File: src/rtl/matrix_frame_scan_if.sv
// Bus bundle for matrix_frame_scan: back-bank write port, swap request,
// and the column-scan outputs toward the LED column multiplexer.
//   master : writer / observer side (drives writes and swap_req)
//   slave  : matrix_frame_scan side (drives scan, column data and status)
interface matrix_frame_scan_if;
  logic        wr_en;
  logic [3:0]  wr_addr;
  logic [7:0]  wr_data;
  logic        swap_req;
  logic [3:0]  Col_Select;
  logic [15:0] Col_En;
  logic [7:0]  Col00, Col01, Col02, Col03, Col04, Col05, Col06, Col07;
  logic [7:0]  Col08, Col09, Col10, Col11, Col12, Col13, Col14, Col15;
  logic        swap_pending;
  logic        frame_tick;

  modport master (
    output wr_en, wr_addr, wr_data, swap_req,
    input  Col_Select, Col_En, swap_pending, frame_tick,
    input  Col00, Col01, Col02, Col03, Col04, Col05, Col06, Col07,
    input  Col08, Col09, Col10, Col11, Col12, Col13, Col14, Col15
  );

  modport slave (
    input  wr_en, wr_addr, wr_data, swap_req,
    output Col_Select, Col_En, swap_pending, frame_tick,
    output Col00, Col01, Col02, Col03, Col04, Col05, Col06, Col07,
    output Col08, Col09, Col10, Col11, Col12, Col13, Col14, Col15
  );
endinterface

File: src/rtl/matrix_frame_scan.sv
// Double-buffered 16x8 dot-matrix frame store with column scan generator.
// The front bank is shown on Col00..Col15 while the back bank is written;
// banks swap only at a frame boundary so a frame never tears.
// Ports:
//   clk, rst : clock, synchronous active-high reset
//   bus      : matrix_frame_scan_if.slave (writes, swap_req, scan outputs)
// Parameters: DIV (dwell cycles per column, 2..65535), BLANK (blank cycles
// at start of dwell, < DIV).
// Optional feature: define MATRIX_SCAN_BLANK_EN to blank Col_En while cnt<BLANK.
module matrix_frame_scan #(
  parameter int unsigned DIV   = 5000,
  parameter int unsigned BLANK = 2
) (
  input  logic                 clk,
  input  logic                 rst,
  matrix_frame_scan_if.slave   bus
);

  localparam int unsigned CNT_W = 16;
  localparam int unsigned NCOL  = 16;
`ifdef MATRIX_SCAN_BLANK_EN
  localparam logic [15:0] RST_EN = 16'h0000;
`else
  localparam logic [15:0] RST_EN = 16'h0001;
`endif

  logic [CNT_W-1:0] cnt, cnt_nxt;
  logic [3:0]       col_sel, col_sel_nxt;
  logic [15:0]      col_en, col_en_nxt;
  logic             dwell_end, frame_end, take_swap;
  logic             bank_sel, swap_pending, frame_tick;
  logic [7:0]       bank0 [NCOL];
  logic [7:0]       bank1 [NCOL];
  logic [7:0]       front [NCOL];

  // Next-state for dwell counter, column index, column enable and swap decision.
  always_comb begin
    dwell_end   = (cnt == CNT_W'(DIV - 1));
    frame_end   = dwell_end && (col_sel == 4'd15);
    take_swap   = frame_end && (swap_pending || bus.swap_req);
    cnt_nxt     = dwell_end ? '0 : cnt + CNT_W'(1);
    col_sel_nxt = dwell_end ? col_sel + 4'd1 : col_sel;
`ifdef MATRIX_SCAN_BLANK_EN
    col_en_nxt  = (32'(cnt_nxt) < BLANK) ? 16'h0000 : (16'd1 << col_sel_nxt);
`else
    col_en_nxt  = 16'd1 << col_sel_nxt;
`endif
  end

`ifndef MATRIX_SCAN_BLANK_EN
  // BLANK has no effect without blanking; fold it into a sink signal.
  logic unused_blank;
  assign unused_blank = ^32'(BLANK);
`endif

  // State registers. Writes use the pre-swap bank_sel, so a write on the
  // boundary edge lands in the bank that becomes front on that same edge.
  always_ff @(posedge clk) begin
    if (rst) begin
      cnt          <= '0;
      col_sel      <= '0;
      col_en       <= RST_EN;
      bank_sel     <= 1'b0;
      swap_pending <= 1'b0;
      frame_tick   <= 1'b0;
      for (int i = 0; i < NCOL; i++) begin
        bank0[i] <= 8'h00;
        bank1[i] <= 8'h00;
      end
    end else begin
      cnt        <= cnt_nxt;
      col_sel    <= col_sel_nxt;
      col_en     <= col_en_nxt;
      frame_tick <= frame_end;
      if (take_swap) begin
        bank_sel     <= ~bank_sel;
        swap_pending <= 1'b0;
      end else if (bus.swap_req) begin
        swap_pending <= 1'b1;
      end
      if (bus.wr_en) begin
        if (bank_sel) bank0[bus.wr_addr] <= bus.wr_data;
        else          bank1[bus.wr_addr] <= bus.wr_data;
      end
    end
  end

  // Front-bank read mux, no latency.
  always_comb begin
    for (int i = 0; i < NCOL; i++) begin
      front[i] = bank_sel ? bank1[i] : bank0[i];
    end
  end

  assign bus.Col_Select   = col_sel;
  assign bus.Col_En       = col_en;
  assign bus.swap_pending = swap_pending;
  assign bus.frame_tick   = frame_tick;
  assign bus.Col00 = front[0];
  assign bus.Col01 = front[1];
  assign bus.Col02 = front[2];
  assign bus.Col03 = front[3];
  assign bus.Col04 = front[4];
  assign bus.Col05 = front[5];
  assign bus.Col06 = front[6];
  assign bus.Col07 = front[7];
  assign bus.Col08 = front[8];
  assign bus.Col09 = front[9];
  assign bus.Col10 = front[10];
  assign bus.Col11 = front[11];
  assign bus.Col12 = front[12];
  assign bus.Col13 = front[13];
  assign bus.Col14 = front[14];
  assign bus.Col15 = front[15];

endmodule

File: src/flat_wrapper.sv
// flat-port wrapper written by rule: the top's interface ports become plain ports
module matrix_frame_scan_flat 
#(
  parameter int unsigned DIV   = 5000,
  parameter int unsigned BLANK = 2
)
  (clk, rst, bus_wr_en, bus_wr_addr, bus_wr_data, bus_swap_req, bus_Col_Select, bus_Col_En, bus_swap_pending, bus_frame_tick, bus_Col00, bus_Col01, bus_Col02, bus_Col03, bus_Col04, bus_Col05, bus_Col06, bus_Col07, bus_Col08, bus_Col09, bus_Col10, bus_Col11, bus_Col12, bus_Col13, bus_Col14, bus_Col15);
  matrix_frame_scan_if bus_i ();
  input  logic clk;
  input  logic rst;
  input wire logic [$bits(bus_i.wr_en)-1:0] bus_wr_en;
  input wire logic [$bits(bus_i.wr_addr)-1:0] bus_wr_addr;
  input wire logic [$bits(bus_i.wr_data)-1:0] bus_wr_data;
  input wire logic [$bits(bus_i.swap_req)-1:0] bus_swap_req;
  output wire logic [$bits(bus_i.Col_Select)-1:0] bus_Col_Select;
  output wire logic [$bits(bus_i.Col_En)-1:0] bus_Col_En;
  output wire logic [$bits(bus_i.swap_pending)-1:0] bus_swap_pending;
  output wire logic [$bits(bus_i.frame_tick)-1:0] bus_frame_tick;
  output wire logic [$bits(bus_i.Col00)-1:0] bus_Col00;
  output wire logic [$bits(bus_i.Col01)-1:0] bus_Col01;
  output wire logic [$bits(bus_i.Col02)-1:0] bus_Col02;
  output wire logic [$bits(bus_i.Col03)-1:0] bus_Col03;
  output wire logic [$bits(bus_i.Col04)-1:0] bus_Col04;
  output wire logic [$bits(bus_i.Col05)-1:0] bus_Col05;
  output wire logic [$bits(bus_i.Col06)-1:0] bus_Col06;
  output wire logic [$bits(bus_i.Col07)-1:0] bus_Col07;
  output wire logic [$bits(bus_i.Col08)-1:0] bus_Col08;
  output wire logic [$bits(bus_i.Col09)-1:0] bus_Col09;
  output wire logic [$bits(bus_i.Col10)-1:0] bus_Col10;
  output wire logic [$bits(bus_i.Col11)-1:0] bus_Col11;
  output wire logic [$bits(bus_i.Col12)-1:0] bus_Col12;
  output wire logic [$bits(bus_i.Col13)-1:0] bus_Col13;
  output wire logic [$bits(bus_i.Col14)-1:0] bus_Col14;
  output wire logic [$bits(bus_i.Col15)-1:0] bus_Col15;
  assign bus_i.wr_en = bus_wr_en;
  assign bus_i.wr_addr = bus_wr_addr;
  assign bus_i.wr_data = bus_wr_data;
  assign bus_i.swap_req = bus_swap_req;
  assign bus_Col_Select = bus_i.Col_Select;
  assign bus_Col_En = bus_i.Col_En;
  assign bus_swap_pending = bus_i.swap_pending;
  assign bus_frame_tick = bus_i.frame_tick;
  assign bus_Col00 = bus_i.Col00;
  assign bus_Col01 = bus_i.Col01;
  assign bus_Col02 = bus_i.Col02;
  assign bus_Col03 = bus_i.Col03;
  assign bus_Col04 = bus_i.Col04;
  assign bus_Col05 = bus_i.Col05;
  assign bus_Col06 = bus_i.Col06;
  assign bus_Col07 = bus_i.Col07;
  assign bus_Col08 = bus_i.Col08;
  assign bus_Col09 = bus_i.Col09;
  assign bus_Col10 = bus_i.Col10;
  assign bus_Col11 = bus_i.Col11;
  assign bus_Col12 = bus_i.Col12;
  assign bus_Col13 = bus_i.Col13;
  assign bus_Col14 = bus_i.Col14;
  assign bus_Col15 = bus_i.Col15;
  matrix_frame_scan #(.DIV(DIV), .BLANK(BLANK)) u_core (.clk(clk), .rst(rst), .bus(bus_i));
endmodule
File: config.mk
export PLATFORM = sky130hd
export DESIGN_NAME = matrix_frame_scan_flat
export DESIGN_NICKNAME = d
export VERILOG_FILES = /design/src/rtl/matrix_frame_scan_if.sv /design/src/rtl/matrix_frame_scan.sv /design/src/flat_wrapper.sv
export SDC_FILE = /design/constraint.sdc
export NUM_CORES = 1
export LEC_CHECK = 0
export ABC_AREA = 1
export CAP_MARGIN = 20
export CORE_UTILIZATION = 40
export DETAILED_ROUTE_END_ITERATION = 8
export PLACE_DENSITY_LB_ADDON = 0.3
export RECOVER_POWER = 25
export SYNTH_ARGS = -nofsm -noshare
export SYNTH_HDL_FRONTEND = slang
export SYNTH_SLANG_ARGS = --single-unit
File: constraint.sdc
create_clock -name clk -period 5 [get_ports clk]
set_input_delay 0.75 -clock clk [delete_from_list [all_inputs] [get_ports clk]]
set_output_delay 0.75 -clock clk [all_outputs]
set_load 0.05 [all_outputs]
==> results_dict.tcl, run 1 <==
set metrics [dict create \
    clock_insertion_delay_worst_skew_ps 560 \
    detail_route.iter0.violations 744 \
    syn-instance-count 1270 \
    synth.ff_latch_count 295 \
    layout-area-overhead-vs-synth_pct 23.9 \
    first_pass_grt_wire_length_um 48000 \
    overflow_after_grt 0 \
    setup_repair_after_global_routing_missed_its_margin "false" \
    final_area_um2 15300 \
    syn_std_cell_area_um2 12300 \
    pin_count_of_the_biggest_net_entering_global_routing 83 \
    vias 8943 \
    critical_path.max_fanout 82 \
    cts_h_tree_depth 1 \
    critPathSlowestCell "sky130_fd_sc_hd__clkdlybuf4s50_1" \
    cts_post_setup_buffers_inserted 0 \
    core_region_area_um2 30000 \
    final_core_util 0.509 \
    tritoncts "yes" \
    dpl-instance-area_um2 14300 \
    cts_root_cell "sky130_fd_sc_hd__clkbuf_16" \
    antenna_cells_inserted 0 \
    cts-root-to-sink-buffers 3 \
    synth-seq-area-share 0.688 \
    cp-start-kind "flip-flop" \
    syn-num-nets 1288 \
    relSlewSlack -0.0506 \
    placement.io_buffers 165 \
    setup_viol 0 \
    peakVddDrop_v 0.000233 \
    timing.final.crit_period_ps 4090 \
    grtUsageTotal 0.199 \
    worst-endpoint-arrival_ps 3340 \
    commonest_non_fill_non_tap_cell_in_the_layout "sky130_fd_sc_hd__nand2_1" \
    final_antenna_net_count 0 \
    worst_slack_ps 906 \
    cts_resized 0 \
    power-per-cell-area_nw_per_um2 351 \
    hold_path.class "reg -> reg" \
    final-seq-area_um2 8470 \
    fin_worst_hold_slack_ps 467 \
    cp_cell_sequence "inv_4 > buf_4 > nand2_1 > nand2_1 > clkdlybuf4s50_1" \
    clock_slew_at_the_register_clock_pins_of_the_worst_setup_and_hold_paths_ps 60 \
    run_status "complete, but fails checks" \
    crit_path_frequent_cell "sky130_fd_sc_hd__nand2_1" \
    timing_hold_violations_final 0 \
    async_reset_ff_frac 0 \
    start_util 0.411 \
    maxClockFrequency_ghz 0.244 \
    setup_total_negative_slack_ps 0 \
    final-max-slew-violation-count 38 \
    avgRoutedWirePerCell_um 17.1 \
    vias_per_cell 4.89 \
    dp_cells 1776 \
    crit_path_max_incr_delay_ps 810 \
    finalCritPeriodShare 0.819 \
    cts.sink_count 295 \
    cap_viol_max_count 1 \
    gpl_congestion 0.758 \
    violations_in_the_final_reports "capacitance limit, slew limit" \
    drive_gt1_frac 0.0465 \
    dominant_synthesized_flop_cell "sky130_fd_sc_hd__edfxtp_1" \
    synth_cell_types 28 \
    post_cts_hold_buffer_count 0 \
    required_ps 4250 \
    nets_finish 1436 \
    dp_hpwl_um 19500 \
    finalWirelength_um 31200 \
    numCtsBuffers 30 \
    fp-row-count 63 \
    power.total_mw 5.35 \
    total_leakage_power_nw 6.31 \
    dp_worst_setup_slack_ps 1480 \
    syn-mean-instance-area_um2 9.69 \
    yosys_warnings 0 \
    drt-pass1-iter-count 5 \
    multi_input_comb_area_um2 3420 \
    i_o_pin_cnt 166 \
    layout_common_cells "sky130_fd_sc_hd__nand2_1, sky130_fd_sc_hd__nor2_1, sky130_fd_sc_hd__edfxtp_1, sky130_fd_sc_hd__clkdlybuf4s50_1" \
    die_height_um 177 \
    floorplan.die_area_um2 31500 \
    critical_path.n_buffers_inverters 3 \
    top_delay_family_on_crit_path "buffers and inverters" \
    antenna_found_initial 0 \
    endpoint_type_of_the_worst_setup_path "primary output" \
    worst-slew-pin-transition_ps 1570 \
    worst-setup-path-type "reg -> out" \
    vias_in_the_first_global_route 8691 \
    fillers 2786 \
    die_x_um 177 \
    synth-edff-count 256 \
    final.setup_skew_ps 24.7 \
    stdcell_count 1830 \
    detail_route.drc_violations 0 \
]
## registers in the layout, summed over array words and instances, names as in the netlist
name / flops
u_core.bus.Col_Select: 4
u_core.bus.swap_pending: 1
u_core.bank_sel: 1
u_core.bank0: 128
u_core.bus.Col_En: 16
u_core.bus.frame_tick: 1
u_core.bank1: 128
u_core.cnt: 16
## routing by layer
| layer | GRT usage | up-vias | wire [um] |
|---|---|---|---|
| li1 | - | 4378 | - |
| met3 | 0.0253 | 43 | 1770 |
| met1 | 0.274 | 4237 | 13900 |
| met4 | 0.0481 | 0 | 542 |
| met5 | 0 | - | 0 |
| met2 | 0.333 | 285 | 15000 |
## power by group
| part | switching [mW] | internal, mW | leakage (nW) |
|---|---|---|---|
| clock | 0.927 | 1.30 | 0.476 |
| sequential | 0.0272 | 2.76 | 2.91 |
| combinational | 0.256 | 0.0787 | 2.92 |
## Yosys cell counts, types with 2 or more instances
cell	count	area share
sky130_fd_sc_hd__nor2_1	312	0.095
sky130_fd_sc_hd__edfxtp_1	256	0.62
sky130_fd_sc_hd__nand2_1	483	0.15
sky130_fd_sc_hd__or2_2	2	0.0010
sky130_fd_sc_hd__buf_1	6	0.0018
sky130_fd_sc_hd__clkbuf_1	49	0.015
sky130_fd_sc_hd__a21oi_1	10	0.0041
sky130_fd_sc_hd__xor2_1	3	0.0021
sky130_fd_sc_hd__dfxtp_1	39	0.063
sky130_fd_sc_hd__inv_1	37	0.011
sky130_fd_sc_hd__nand4_1	9	0.0046
sky130_fd_sc_hd__nor2_2	4	0.0020
sky130_fd_sc_hd__nor3_1	4	0.0016
sky130_fd_sc_hd__ha_1	2	0.0020
sky130_fd_sc_hd__or2_0	2	0.0010
sky130_fd_sc_hd__nand3_1	27	0.011
sky130_fd_sc_hd__nand2_2	4	0.0020
sky130_fd_sc_hd__buf_2	4	0.0016
sky130_fd_sc_hd__inv_2	8	0.0024
## layout make-up
type,instances,area share
clock buffers,35,0.0504
clock inverters,19,0.0131
inverters,46,0.0115
multi-input cells,869,0.224
flip-flops and latches,295,0.555
well taps,390,0.0320
repair buffers,176,0.113
## path summary, 6_finish.rpt
kind                    from                 end  slack [ps]  cells past startpoint
max          u_core.bank_sel        bus_Col04[3]         910                      5
min            u_core.cnt[0]       u_core.cnt[0]         470                      1
max reg2reg  u_core.bank_sel  u_core.bank0[2][7]        1490                      4
min reg2reg    u_core.cnt[0]       u_core.cnt[0]         470                      1
## logic make-up (layout without fill, tap and decap cells)
kind of cell    after synthesis  in the layout  synth area share
xor+xnor                      4              4           0.00285
simple gates                851            851             0.269
flops                       295            295             0.688
buf+inv                     106            276            0.0330
compound gates               12             12           0.00508
fa+ha+maj                     2              2           0.00203
Power figures use the tool's default switching activity.
==> run 2: changes to the inputs <==
- clock period: 5 -> 3.3 ns (I/O delays scaled with it)
==> run 2 against run 1 <==
- the flow now finishes without violations
- power is 50% higher
- non-clock buffer count is 11 higher
- via count is 1.0% higher
- critical path type unchanged
- hold slack better by 4.4 ps
==> results_dict.tcl, run 2 (synthesis gave the netlist of run 1 again) <==
set metrics [dict create \
    hold_path.class "reg -> reg" \
    placement.io_buffers 165 \
    cts.sink_count 295 \
    power.combinational.fraction 0.063 \
    layout-area-overhead-vs-synth_pct 25.0 \
    seqPwrFrac 0.524 \
    drt-pass1-iter-count 5 \
    numCtsBuffers 30 \
    timing.final.crit_period_ps 3190 \
    power_switching_share 0.225 \
    fillers 2713 \
    setup_total_negative_slack_ps 0 \
    final_antenna_net_count 0 \
    final_core_util 0.514 \
    pin_count_of_the_biggest_net_entering_global_routing 56 \
    critical_path.max_fanout 42 \
    first_pass_grt_wire_length_um 48700 \
    worst-slew-pin-transition_ps 1320 \
    layout_common_cells "sky130_fd_sc_hd__nand2_1, sky130_fd_sc_hd__nor2_1, sky130_fd_sc_hd__edfxtp_1, sky130_fd_sc_hd__clkdlybuf4s50_1" \
    i_o_pin_cnt 166 \
    drive_gt1_frac 0.0475 \
    detail_route.iter0.violations 608 \
    setup_repair_after_global_routing_missed_its_margin "false" \
    overflow_after_grt 0 \
    net-switching-power_mw 1.81 \
    gpl_congestion 0.819 \
    commonest_non_fill_non_tap_cell_in_the_layout "sky130_fd_sc_hd__nand2_1" \
    vias_in_the_first_global_route 8787 \
    final-max-slew-violation-count 0 \
    cap_viol_max_count 0 \
    cts_root_cell "sky130_fd_sc_hd__clkbuf_16" \
    dpl-instance-area_um2 14400 \
    total_leakage_power_nw 6.45 \
    fp-row-count 63 \
    finalCritPeriodShare 0.966 \
    worst-setup-path-type "reg -> out" \
    cts_h_tree_depth 1 \
    clock_slew_at_the_register_clock_pins_of_the_worst_setup_and_hold_paths_ps 60 \
    final.setup_skew_ps 10.5 \
    maxClockFrequency_ghz 0.314 \
    cp-start-kind "flip-flop" \
    vias 9034 \
    fin_worst_hold_slack_ps 471 \
    internal-power_mw 6.24 \
    vias_per_cell 4.90 \
    core_region_area_um2 30000 \
    floorplan.die_area_um2 31500 \
    finalWirelength_um 31400 \
    nets_finish 1447 \
    timing_hold_violations_final 0 \
    die_x_um 177 \
    layout_top_registers "u_core.bank0: 128 flops, u_core.bank1: 128 flops" \
    run_status "completed" \
    cts-root-to-sink-buffers 3 \
    relSlewSlack 0.123 \
    antenna_found_initial 0 \
    detail_route.drc_violations 0 \
    clock_insertion_delay_worst_skew_ps 550 \
    die_height_um 177 \
    antenna_cells_inserted 0 \
    start_util 0.411 \
    grtUsageTotal 0.202 \
    required_ps 2800 \
    worst_slack_ps 112 \
    final_area_um2 15400 \
    peakVddDrop_v 0.000372 \
    worst-endpoint-arrival_ps 2690 \
    tritoncts "yes" \
    p_clk_frac 0.413 \
    setup_viol 0 \
    dp_worst_setup_slack_ps 518 \
    power-per-cell-area_nw_per_um2 523 \
    dp_hpwl_um 19900 \
    endpoint_type_of_the_worst_setup_path "primary output" \
    avgRoutedWirePerCell_um 17.0 \
]
## run 2: worst max-delay path, stage by stage (launching register included)
cell and delay [ps]:
sky130_fd_sc_hd__dfxtp_4 480, sky130_fd_sc_hd__inv_4 340, sky130_fd_sc_hd__buf_12 270, sky130_fd_sc_hd__nand2_1 80
sky130_fd_sc_hd__nand2_1 90, sky130_fd_sc_hd__clkdlybuf4s50_1 840
## run 2: power by group through the flow
| stage | logic [mW] | registers (mW) | clock network [mW] |
|---|---|---|---|
| 2_1_floorplan | 0.311 | 4.29 | 0 |
| 3_3_place_gp | 0.509 | 4.29 | 0 |
| 3_5_place_dp | 0.513 | 4.30 | 0 |
| 4_1_cts | 0.514 | 4.22 | 3.36 |
| 5_1_grt | 0.540 | 4.23 | 3.50 |
| 6_report | 0.506 | 4.22 | 3.32 |
## run 2: metal layers
layer / GRT usage / vias to the layer above / part of all wire
met1: 0.270 / 4318 / 0.43
met2: 0.332 / 267 / 0.48
met4: 0.0623 / 0 / 0.024
met3: 0.0381 / 55 / 0.067
li1: - / 4394 / -
met5: 0 / - / 0
## run 2: per-stage QoR
stage	instances	total power, mW
final	1843	8.05
after global routing	1843	8.28
after CTS	1843	8.10
after detailed placement	1786	4.81
after global placement	1786	4.80
after floorplan	1270	4.60
## run 2: cell type report
class                   count  area [um^2]  area share
flip-flops and latches    295         8470       0.550
well taps                 390          488      0.0317
clock inverters            19          159      0.0103
inverters                  46          175      0.0114
multi-input cells         869         3410       0.222
repair buffers            187         1890       0.123
clock buffers              37          798      0.0519
## run 2: final timing paths
path,slack (ps),depth (start not counted),end,from
worst max-delay path,110,5,bus_Col00[3],u_core.bank_sel
worst min-delay path,470,1,u_core.cnt[0],u_core.cnt[0]
worst max register to register,360,5,u_core.bank1[1][3],u_core.bank_sel
worst min register to register,470,1,u_core.cnt[0],u_core.cnt[0]
## run 2: timing repair
action | in CTS | in global routing
pin swaps | 0 | 0
resized for setup | 0 | 10
hold buffers | 0 | 0
endpoints found under the setup margin | 19 | 10
setup buffers | 1 | 0
